**src/rtl/spi_slave_cs.sv**
```systemverilog
// SPI peripheral endpoint: oversampled SCLK/CS/MOSI, byte deserialiser, and MISO serialiser
// fed from a single-entry TX holding register. All four SPI modes are supported.
//   state     | meaning
//   WAIT_HIGH | after reset, wait for cs high so a frame already in flight is ignored
//   IDLE      | cs high, waiting for the cs falling edge
//   LOAD      | one clk: holding register (or FILL_BYTE) into the TX shift register
//   SHIFT     | sample and shift bits until 8 sample edges complete a byte
module spi_slave_cs #(
    parameter int unsigned  SPI_MODE         = 0,
    parameter int unsigned  MAX_BYTES_PER_CS = 2,
    parameter logic [7:0]   FILL_BYTE        = 8'hFF,
    localparam int unsigned CW               = $clog2(MAX_BYTES_PER_CS + 1)
) (
    input  logic          clk,
    input  logic          reset,
    output logic [7:0]    mosi_byte,
    output logic          mosi_tick,
    output logic [CW-1:0] mosi_count,
    input  logic [7:0]    miso_byte,
    input  logic          miso_tick,
    output logic          miso_ready,
    output logic          underrun,
    output logic          frame_abort,
    input  logic          spi_clk,
    input  logic          spi_mosi,
    input  logic          spi_cs,
    output logic          spi_miso,
    output logic          spi_miso_oe
);
    localparam logic [1:0] MODE = SPI_MODE[1:0];
    localparam logic       CPOL = MODE[1];
    localparam logic       CPHA = MODE[0];

    typedef enum logic [1:0] {WAIT_HIGH, IDLE, LOAD, SHIFT} state_t;

    state_t     state;
    logic [2:0] sclk_sync;
    logic [2:0] cs_sync;
    logic [1:0] mosi_sync;
    logic [3:0] bit_cnt;
    logic [7:0] rx_sr;
    logic [7:0] tx_sr;
    logic [7:0] hold_reg;
    logic [7:0] load_val;
    logic       byte_done;
    logic       fill_pend;
    logic       lead_edge;
    logic       trail_edge;
    logic       sample_edge;
    logic       shift_edge;
    logic       cs_high;
    logic       cs_fall;
    logic       cs_rise;
    logic       mosi_s;
    logic       load_go;

    // cs synchronisers reset low so WAIT_HIGH only leaves on a real, synchronised cs=1
    always_ff @(posedge clk or negedge reset) begin
        if (!reset) begin
            sclk_sync <= {3{CPOL}};
            cs_sync   <= 3'b000;
            mosi_sync <= 2'b00;
        end else begin
            sclk_sync <= {sclk_sync[1:0], spi_clk};
            cs_sync   <= {cs_sync[1:0], spi_cs};
            mosi_sync <= {mosi_sync[0], spi_mosi};
        end
    end

    always_comb begin
        lead_edge   = (sclk_sync[1] != CPOL) && (sclk_sync[2] == CPOL);
        trail_edge  = (sclk_sync[1] == CPOL) && (sclk_sync[2] != CPOL);
        sample_edge = CPHA ? trail_edge : lead_edge;
        shift_edge  = CPHA ? lead_edge : trail_edge;
        cs_high     = cs_sync[1];
        cs_fall     = !cs_sync[1] && cs_sync[2];
        cs_rise     = cs_sync[1] && !cs_sync[2];
        mosi_s      = mosi_sync[1];
        load_go     = (state == LOAD) && !cs_rise;
        load_val    = miso_ready ? FILL_BYTE : hold_reg;
    end

    // A write coinciding with a LOAD is accepted even when full: LOAD takes the old content.
    always_ff @(posedge clk or negedge reset) begin
        if (!reset) begin
            hold_reg   <= 8'h00;
            miso_ready <= 1'b1;
        end else if (miso_tick && (miso_ready || load_go)) begin
            hold_reg   <= miso_byte;
            miso_ready <= 1'b0;
        end else if (load_go) begin
            miso_ready <= 1'b1;
        end
    end

    always_ff @(posedge clk or negedge reset) begin
        if (!reset) begin
            mosi_count <= '0;
        end else if (cs_high) begin
            mosi_count <= '0;
        end else if (mosi_tick && (mosi_count < CW'(MAX_BYTES_PER_CS))) begin
            mosi_count <= mosi_count + CW'(1);
        end
    end

    always_ff @(posedge clk or negedge reset) begin
        if (!reset) begin
            state       <= WAIT_HIGH;
            bit_cnt     <= 4'd0;
            rx_sr       <= 8'h00;
            tx_sr       <= 8'h00;
            byte_done   <= 1'b0;
            fill_pend   <= 1'b0;
            mosi_byte   <= 8'h00;
            mosi_tick   <= 1'b0;
            underrun    <= 1'b0;
            frame_abort <= 1'b0;
            spi_miso    <= 1'b1;
            spi_miso_oe <= 1'b0;
        end else begin
            mosi_tick   <= 1'b0;
            underrun    <= 1'b0;
            frame_abort <= 1'b0;
            if ((state == LOAD || state == SHIFT) && cs_rise) begin
                state       <= IDLE;
                frame_abort <= (bit_cnt != 4'd0) && !bit_cnt[3];
                bit_cnt     <= 4'd0;
                byte_done   <= 1'b0;
                fill_pend   <= 1'b0;
                rx_sr       <= 8'h00;
                tx_sr       <= 8'h00;
                spi_miso    <= 1'b1;
                spi_miso_oe <= 1'b0;
            end else begin
                case (state)
                    WAIT_HIGH: if (cs_high) state <= IDLE;
                    IDLE:      if (cs_fall) state <= LOAD;
                    LOAD: begin
                        bit_cnt     <= 4'd0;
                        fill_pend   <= miso_ready;
                        spi_miso_oe <= 1'b1;
                        if (!CPHA) begin
                            spi_miso <= load_val[7];
                            tx_sr    <= {load_val[6:0], 1'b0};
                        end else begin
                            tx_sr    <= load_val;
                        end
                        state <= SHIFT;
                    end
                    SHIFT: begin
                        if (byte_done) begin
                            mosi_byte <= rx_sr;
                            mosi_tick <= 1'b1;
                            byte_done <= 1'b0;
                            bit_cnt   <= 4'd0;
                            state     <= LOAD;
                        end else if (sample_edge) begin
                            rx_sr     <= {rx_sr[6:0], mosi_s};
                            bit_cnt   <= bit_cnt + 4'd1;
                            byte_done <= (bit_cnt == 4'd7);
                            // underrun is flagged when a fill byte actually starts, not when
                            // the speculative LOAD after the last byte of a frame fetches it
                            underrun  <= (bit_cnt == 4'd0) && fill_pend;
                            fill_pend <= 1'b0;
                        end else if (shift_edge && (CPHA || bit_cnt != 4'd0)) begin
                            spi_miso <= tx_sr[7];
                            tx_sr    <= {tx_sr[6:0], 1'b0};
                        end
                    end
                    default: state <= WAIT_HIGH;
                endcase
            end
        end
    end
endmodule
```
**config.mk**
```make
export PLATFORM = sky130hd
export DESIGN_NAME = spi_slave_cs
export DESIGN_NICKNAME = d
export VERILOG_FILES = /design/src/rtl/spi_slave_cs.sv
export SDC_FILE = /design/constraint.sdc
export NUM_CORES = 1
export LEC_CHECK = 0
export CORE_MARGIN = 3
export CORE_UTILIZATION = 54
export DETAILED_ROUTE_END_ITERATION = 8
export PLACE_DENSITY = 0.78
export SLEW_MARGIN = 30
export SYNTH_ARGS = -nofsm -noshare
export SYNTH_HDL_FRONTEND = slang
export SYNTH_SLANG_ARGS = --single-unit
```
**constraint.sdc**
```tcl
create_clock -name clk -period 2.1 [get_ports clk]
set_input_delay 0.315 -clock clk [delete_from_list [all_inputs] [get_ports clk]]
set_output_delay 0.315 -clock clk [all_outputs]
set_load 0.01 [all_outputs]
```
==> results of run 1 <==
## Yosys cell counts, drive strengths merged
master | count | area [sq um]
clkbuf | 1 | 3.75
nor2b | 4 | 27.5
o2bb2ai | 6 | 52.6
xnor2 | 2 | 17.5
a21boi | 1 | 11.3
and2b | 1 | 10.0
nor4 | 2 | 18.8
o22ai | 1 | 6.26
nor3 | 2 | 10.0
or3 | 1 | 6.26
a2111oi | 1 | 27.5
nand3 | 2 | 10.0
mux2 | 24 | 300
nor2 | 16 | 67.6
a22o | 10 | 87.6
o31a | 1 | 8.76
a41o | 1 | 10.0
ha | 2 | 25.0
a21oi | 3 | 15.0
dfstp | 2 | 52.6
a21o | 1 | 7.51
buf | 3 | 15.0
inv | 7 | 26.3
o21ai | 6 | 52.5
nand2b | 2 | 12.5
and3 | 1 | 11.3
nand2 | 10 | 42.5
o32a | 1 | 10.0
dfrtp | 53 | 1330
o41ai | 1 | 8.76
and4 | 1 | 8.76
## layer usage
layer | GRT usage [%] | up-vias | routed length (um)
met5 | 0 | - | 0
met4 | 5.85 | 0 | 51
met3 | 4.40 | 5 | 117
met2 | 33.0 | 23 | 2280
met1 | 23.5 | 748 | 1840
li1 | - | 672 | -
## cells by family after synthesis
| group | Yosys count |
|---|---|
| flops | 55 |
| simple gates | 42 |
| fa+ha+maj | 2 |
| compound gates | 33 |
| mux | 24 |
| xor+xnor | 2 |
| buf+inv | 11 |
## metrics by stage
step	hold slack, ns	total power [mW]	setup slack, ns	instances	util [%]
after floorplan	0.0194	1.74	0.372	169	-
after CTS	0.363	2.62	0.162	255	68.2
after global placement	0.296	1.88	0.306	246	65.2
after detailed placement	0.303	1.92	0.210	246	65.2
after global routing	0.372	2.74	0.101	255	68.2
final	0.362	2.60	0.179	255	68.2
## path summary, 6_finish.rpt
kind | end | slack, ns | from | cells past startpoint
min | sclk_sync[1] | 0.36 | sclk_sync[0] | 0
min reg2reg | sclk_sync[1] | 0.36 | sclk_sync[0] | 0
max | miso_ready | 0.18 | miso_ready | 1
min in group asynchronous | bit_cnt[3] | 0.49 | reset | 2
max reg2reg | tx_sr[3] | 0.20 | bit_cnt[0] | 6
max in group asynchronous | mosi_byte[7] | 1.06 | reset | 3
## placed cells by master (no fill, tap or decap), drive strengths merged
cell type      instances
dfstp                  2
dlygate4sd3            1
nor2                  16
nand2                 10
clkinv                 2
o21ai                  6
mux2                  24
nor4                   2
nor3                   2
buf                    3
o2bb2ai                6
a41o                   1
a21boi                 1
and4                   1
or3                    1
inv                    7
clkdlybuf4s50         28
a21oi                  3
bufinv                 1
nand2b                 2
and3                   1
clkbuf                 5
nor2b                  4
a21o                   1
dfrtp                 53
o32a                   1
a22o                  10
o22ai                  1
o41ai                  1
a2111oi                1
nand3                  2
xnor2                  2
ha                     2
and2b                  1
o31a                   1
## layout make-up
type                       count  share of cell area, %
timing repair buffer          32                   11.7
multi-input combinational    103                   31.3
clock inverter                 3                   1.58
sequential                    55                   49.8
clock buffer                   5                   2.49
tap                           50                   2.26
inverter                       7                  0.949
## repair_timing
action | in CTS | in global routing
hold buffers | 1 | 0
endpoints found under the hold margin | 18 | 0
resized for setup | 0 | 0
## where the power goes
group | total (mW) | switching, mW | internal (mW)
Clock | 0.701 | 0.345 | 0.356
Combinational | 0.523 | 0.209 | 0.314
Sequential | 1.38 | 0.130 | 1.25
==> metrics.cfg, run 1 <==
[finish]
seqCellArea_sq_mm=0.00138
syn2layout_area_growth_pct=20.9
multi_input_area_sq_um=866
nFillCells=301
nNetsFinal=220
n_antenna_cell=0
drive_gt1_share_pct=23.4
fin_area_sq_mm=0.00277

[hold_path]
holdCritPathClass=reg -> reg

[die]
io_pins=30
start_util_pct=56.4
dieArea_sq_mm=0.00506
core_sq_mm=0.00406
die_w_um=71.1
die_h_um=71.1
row_count=23

[global_route]
antenna_found_initial=0
grtUsageTotal_pct=19.0
grt_pass1_wl_um=7410
grt_pass1_vias=1533
grt_max_degree=36
grt_overflow=0

[synth]
synth.area.mux_share_pct=13.1
synth_adder_area_share_pct=1.09
synthCells=169
synth_top_family_by_area=multiplexers
synth-simple-area-share_pct=9.84
ys_seq_area_share_pct=60.2
syn_area_per_cell_sq_um=13.5
synth_compound_area_share_pct=13.0
synth_area_sq_mm=0.00229
synth.distinct_cells=38
synth.ff_latch_count=55
synth_warnings=0
syn_nets=185
synthXorXnorAreaFrac_pct=0.765

[route]
vias=1448
ant_nets=0
wire_per_inst_um=16.8
route.detailed.drc=0
first_pass_iters=4
dr.first_iter.drc_count=76
vias_per_cell=5.68
finalWirelength_um=4290

[cts]
cts_buffer_depth=2
post-cts-setup-buffers=0
numCtsBuffers=5
clock_latency_ns=0.30
tritoncts=yes
cts-root-buf=clkbuf_8
clkSinkCount=55
clkSlewWorstSetupHoldPaths_ns=0.10
htreeDepth=2

[critical_path]
start_kind=flop
critical_path_class=reg -> out
crit_buf_inv=1
path_cells=clkdlybuf4s50_1
crit_path_max_incr_delay_ns=0.69
slowest_stage=dfstp_2
end_kind=output pin
cp_max_fo=12
required_ns=1.78
arrival_ns=1.61
path_delay_family=flip-flops

[timing]
relSlewSlack_pct=57.1
fin_crit_ns=1.92
tns_ns=0
clock.fmax_mhz=521
finalClockSkew_ns=0.00897
slew_violations=0
setup_viol=0
worstMarginPinSlew_ns=0.640
hold_violations=0
rsz0062_at_grt=false
period_share_pct=91.5

[place]
place_hpwl_um=2980
io_buffers=29
postPlaceCellArea_sq_mm=0.00265
gp_congestion=0.823

[power]
vdd_drop_max_v=0.000679
p_per_area_mw_per_mm2=939
power.leakage_nw=1.28

[status]
status=finished clean

[flow_run]
drv_cap=0

(Power assumes the default switching activity.)
==> run 2: changes to the inputs <==
--- a/config.mk
+++ b/config.mk
@@ -5,10 +5,12 @@
 export SDC_FILE = /design/constraint.sdc
 export NUM_CORES = 1
 export LEC_CHECK = 0
+export CELL_PAD_IN_SITES_DETAIL_PLACEMENT = 2
+export CELL_PAD_IN_SITES_GLOBAL_PLACEMENT = 2
 export CORE_MARGIN = 3
-export CORE_UTILIZATION = 54
+export CORE_UTILIZATION = 37
 export DETAILED_ROUTE_END_ITERATION = 8
-export PLACE_DENSITY = 0.78
+export PLACE_DENSITY_LB_ADDON = 0.1
 export SLEW_MARGIN = 30
 export SYNTH_ARGS = -nofsm -noshare
 export SYNTH_HDL_FRONTEND = slang
==> metrics.cfg, run 2 (synthesis results as in run 1) <==
[place]
place_hpwl_um=3650  ; was 2980 um
gp_congestion=0.762  ; was 0.823
io_buffers=29  ; unchanged

[route]
ant_nets=0  ; unchanged
vias=1455  ; was 1448
route.detailed.drc=0  ; unchanged
dr.first_iter.drc_count=53  ; was 76
first_pass_iters=4  ; unchanged
vias_per_cell=5.16  ; was 5.68
finalWirelength_um=5140  ; was 4290 um
wire_per_inst_um=18.2  ; was 16.8 um

[timing]
clock.fmax_mhz=522  ; was 521 MHz
fin_crit_ns=1.92  ; about the same
tns_ns=0  ; unchanged
hold_violations=0  ; unchanged
setup_viol=0  ; unchanged
period_share_pct=91.2  ; was 91.5%
slew_violations=0  ; unchanged
relSlewSlack_pct=59.3  ; was 57.1%
worstMarginPinSlew_ns=0.606  ; was 0.640 ns
finalClockSkew_ns=0.00854  ; was 0.00897 ns
rsz0062_at_grt=false  ; unchanged

[finish]
syn2layout_area_growth_pct=24.0  ; was 20.9%
drive_gt1_share_pct=24.2  ; was 23.4%
nNetsFinal=222  ; was 220
n_antenna_cell=0  ; unchanged
nFillCells=574  ; was 301
seqCellArea_sq_mm=0.00138  ; unchanged
final_cell_mix=53 x dfrtp_1, 28 x clkdlybuf4s50_1, 16 x mux2_2  ; unchanged
post-route-util_pct=47.7  ; was 68.2%
multi_input_area_sq_um=866  ; unchanged
final_common_cell=dfrtp_1  ; unchanged

[critical_path]
cp_max_fo=12  ; unchanged
critical_path_class=reg -> out  ; unchanged
path_delay_family=flip-flops  ; unchanged
r2r_cells=6  ; unchanged
arrival_ns=1.60  ; was 1.61 ns
crit_buf_inv=1  ; unchanged
end_kind=output pin  ; unchanged
required_ns=1.78  ; about the same
crit_path_max_incr_delay_ns=0.70  ; was 0.69 ns
path_cells=clkdlybuf4s50_1  ; unchanged
slowest_stage=dfstp_2  ; unchanged
start_kind=flop  ; unchanged
cp_num_cells=1  ; unchanged

[cts]
clkSinkCount=55  ; unchanged
clock_latency_ns=0.31  ; was 0.30 ns
clkSlewWorstSetupHoldPaths_ns=0.10  ; about the same
tritoncts=yes  ; unchanged
post-cts-setup-buffers=0  ; unchanged
numCtsBuffers=5  ; unchanged
htreeDepth=2  ; unchanged
cts_buffer_depth=2  ; unchanged
cts-root-buf=clkbuf_8  ; unchanged

[power]
intPower_mw=2.04  ; was 1.92 mW
power.leakage_nw=1.30  ; was 1.28 nW
p_per_area_mw_per_mm2=975  ; was 939 mW/mm^2
pwr-share-clk_pct=30.3  ; was 26.9%
pwr-share-seq_pct=49.7  ; was 52.9%
p_sw_mw=0.728  ; was 0.685 mW
sw_frac_of_total_pct=26.3  ; about the same
vdd_drop_max_v=0.000401  ; was 0.000679 V
combPwrFrac_pct=19.9  ; was 20.1%

[die]
start_util_pct=38.4  ; was 56.4%
die_w_um=84.7  ; was 71.1 um
dieArea_sq_mm=0.00717  ; was 0.00506 sq mm
die_h_um=84.7  ; was 71.1 um
io_pins=30  ; unchanged
row_count=28  ; was 23
core_sq_mm=0.00596  ; was 0.00406 sq mm

[hold_path]
holdCritPathClass=reg -> reg  ; unchanged
hold_depth=0  ; unchanged

[global_route]
grtUsageTotal_pct=16.0  ; was 19.0%
grt_pass1_vias=1751  ; was 1533
grt_overflow=0  ; unchanged
antenna_found_initial=0  ; unchanged
grt_max_degree=36  ; unchanged
grt_pass1_wl_um=9050  ; was 7410 um

[flow_run]
drv_cap=0  ; unchanged

[status]
status=finished clean  ; unchanged

==> run 2: cell count changes in the layout (fill, tap and decap cells not counted) <==
cell and change:
clkinv_2 -1, buf_4 +2, clkinvlp_4 +1, clkinv_4 -1, bufinv_16 +1
==> run 2: final cells by class <==
class	instances	area share [%]
Sequential cell	55	48.6
Multi-Input combinational cell	103	30.5
Timing Repair Buffer	34	11.9
Tap cell	75	3.31
Clock buffer	5	2.42
Clock inverter	3	2.38
Inverter	7	0.926
==> run 2: through the flow <==
step / total power, mW / hold WS [ns] / instances / setup WS [ns] / instance area [sq um]
2_1_floorplan: 1.74 / 0.0194 / 169 / 0.372 / 2290
3_3_place_gp: 1.90 / 0.309 / 273 / 0.308 / 2690
3_5_place_dp: 1.96 / 0.327 / 273 / 0.240 / 2690
4_1_cts: 2.81 / 0.370 / 282 / 0.162 / 2840
5_1_grt: 2.93 / 0.375 / 282 / 0.130 / 2840
6_report: 2.77 / 0.359 / 282 / 0.184 / 2840
==> run 2: timing repair <==
action,4_1_cts,5_1_grt
hold buffers,1,0
gates resized for setup,0,0
hold endpoints to repair,18,0
==> run 2: worst paths after layout <==
path	startpoint	end	slack [ns]
worst min-delay path	cs_sync[0]	cs_sync[1]	0.36
worst min register to register	cs_sync[0]	cs_sync[1]	0.36
min in group asynchronous	reset	bit_cnt[2]	0.49
worst max register to register	bit_cnt[0]	tx_sr[5]	0.24
max in group asynchronous	reset	hold_reg[4]	1.04
worst max-delay path	miso_ready	miso_ready	0.18
==> run 2: per-layer routing <==
layer / part of all wire [%] / global-route usage (%) / wire (um) / vias up
met2: 52 / 27.4 / 2670 / 22
li1: - / - / - / 668
met4: 0.91 / 5.61 / 47 / 0
met5: 0 / 0 / 0 / -
met3: 2.8 / 3.24 / 143 / 4
met1: 44 / 20.1 / 2270 / 761
==> run 2: power groups by stage <==
stage | clock, mW | combinational [mW] | sequential [mW]
2_1_floorplan | 0 | 0.382 | 1.36
3_3_place_gp | 0 | 0.518 | 1.38
3_5_place_dp | 0 | 0.559 | 1.40
4_1_cts | 0.866 | 0.566 | 1.38
5_1_grt | 0.911 | 0.609 | 1.41
6_report | 0.840 | 0.552 | 1.38
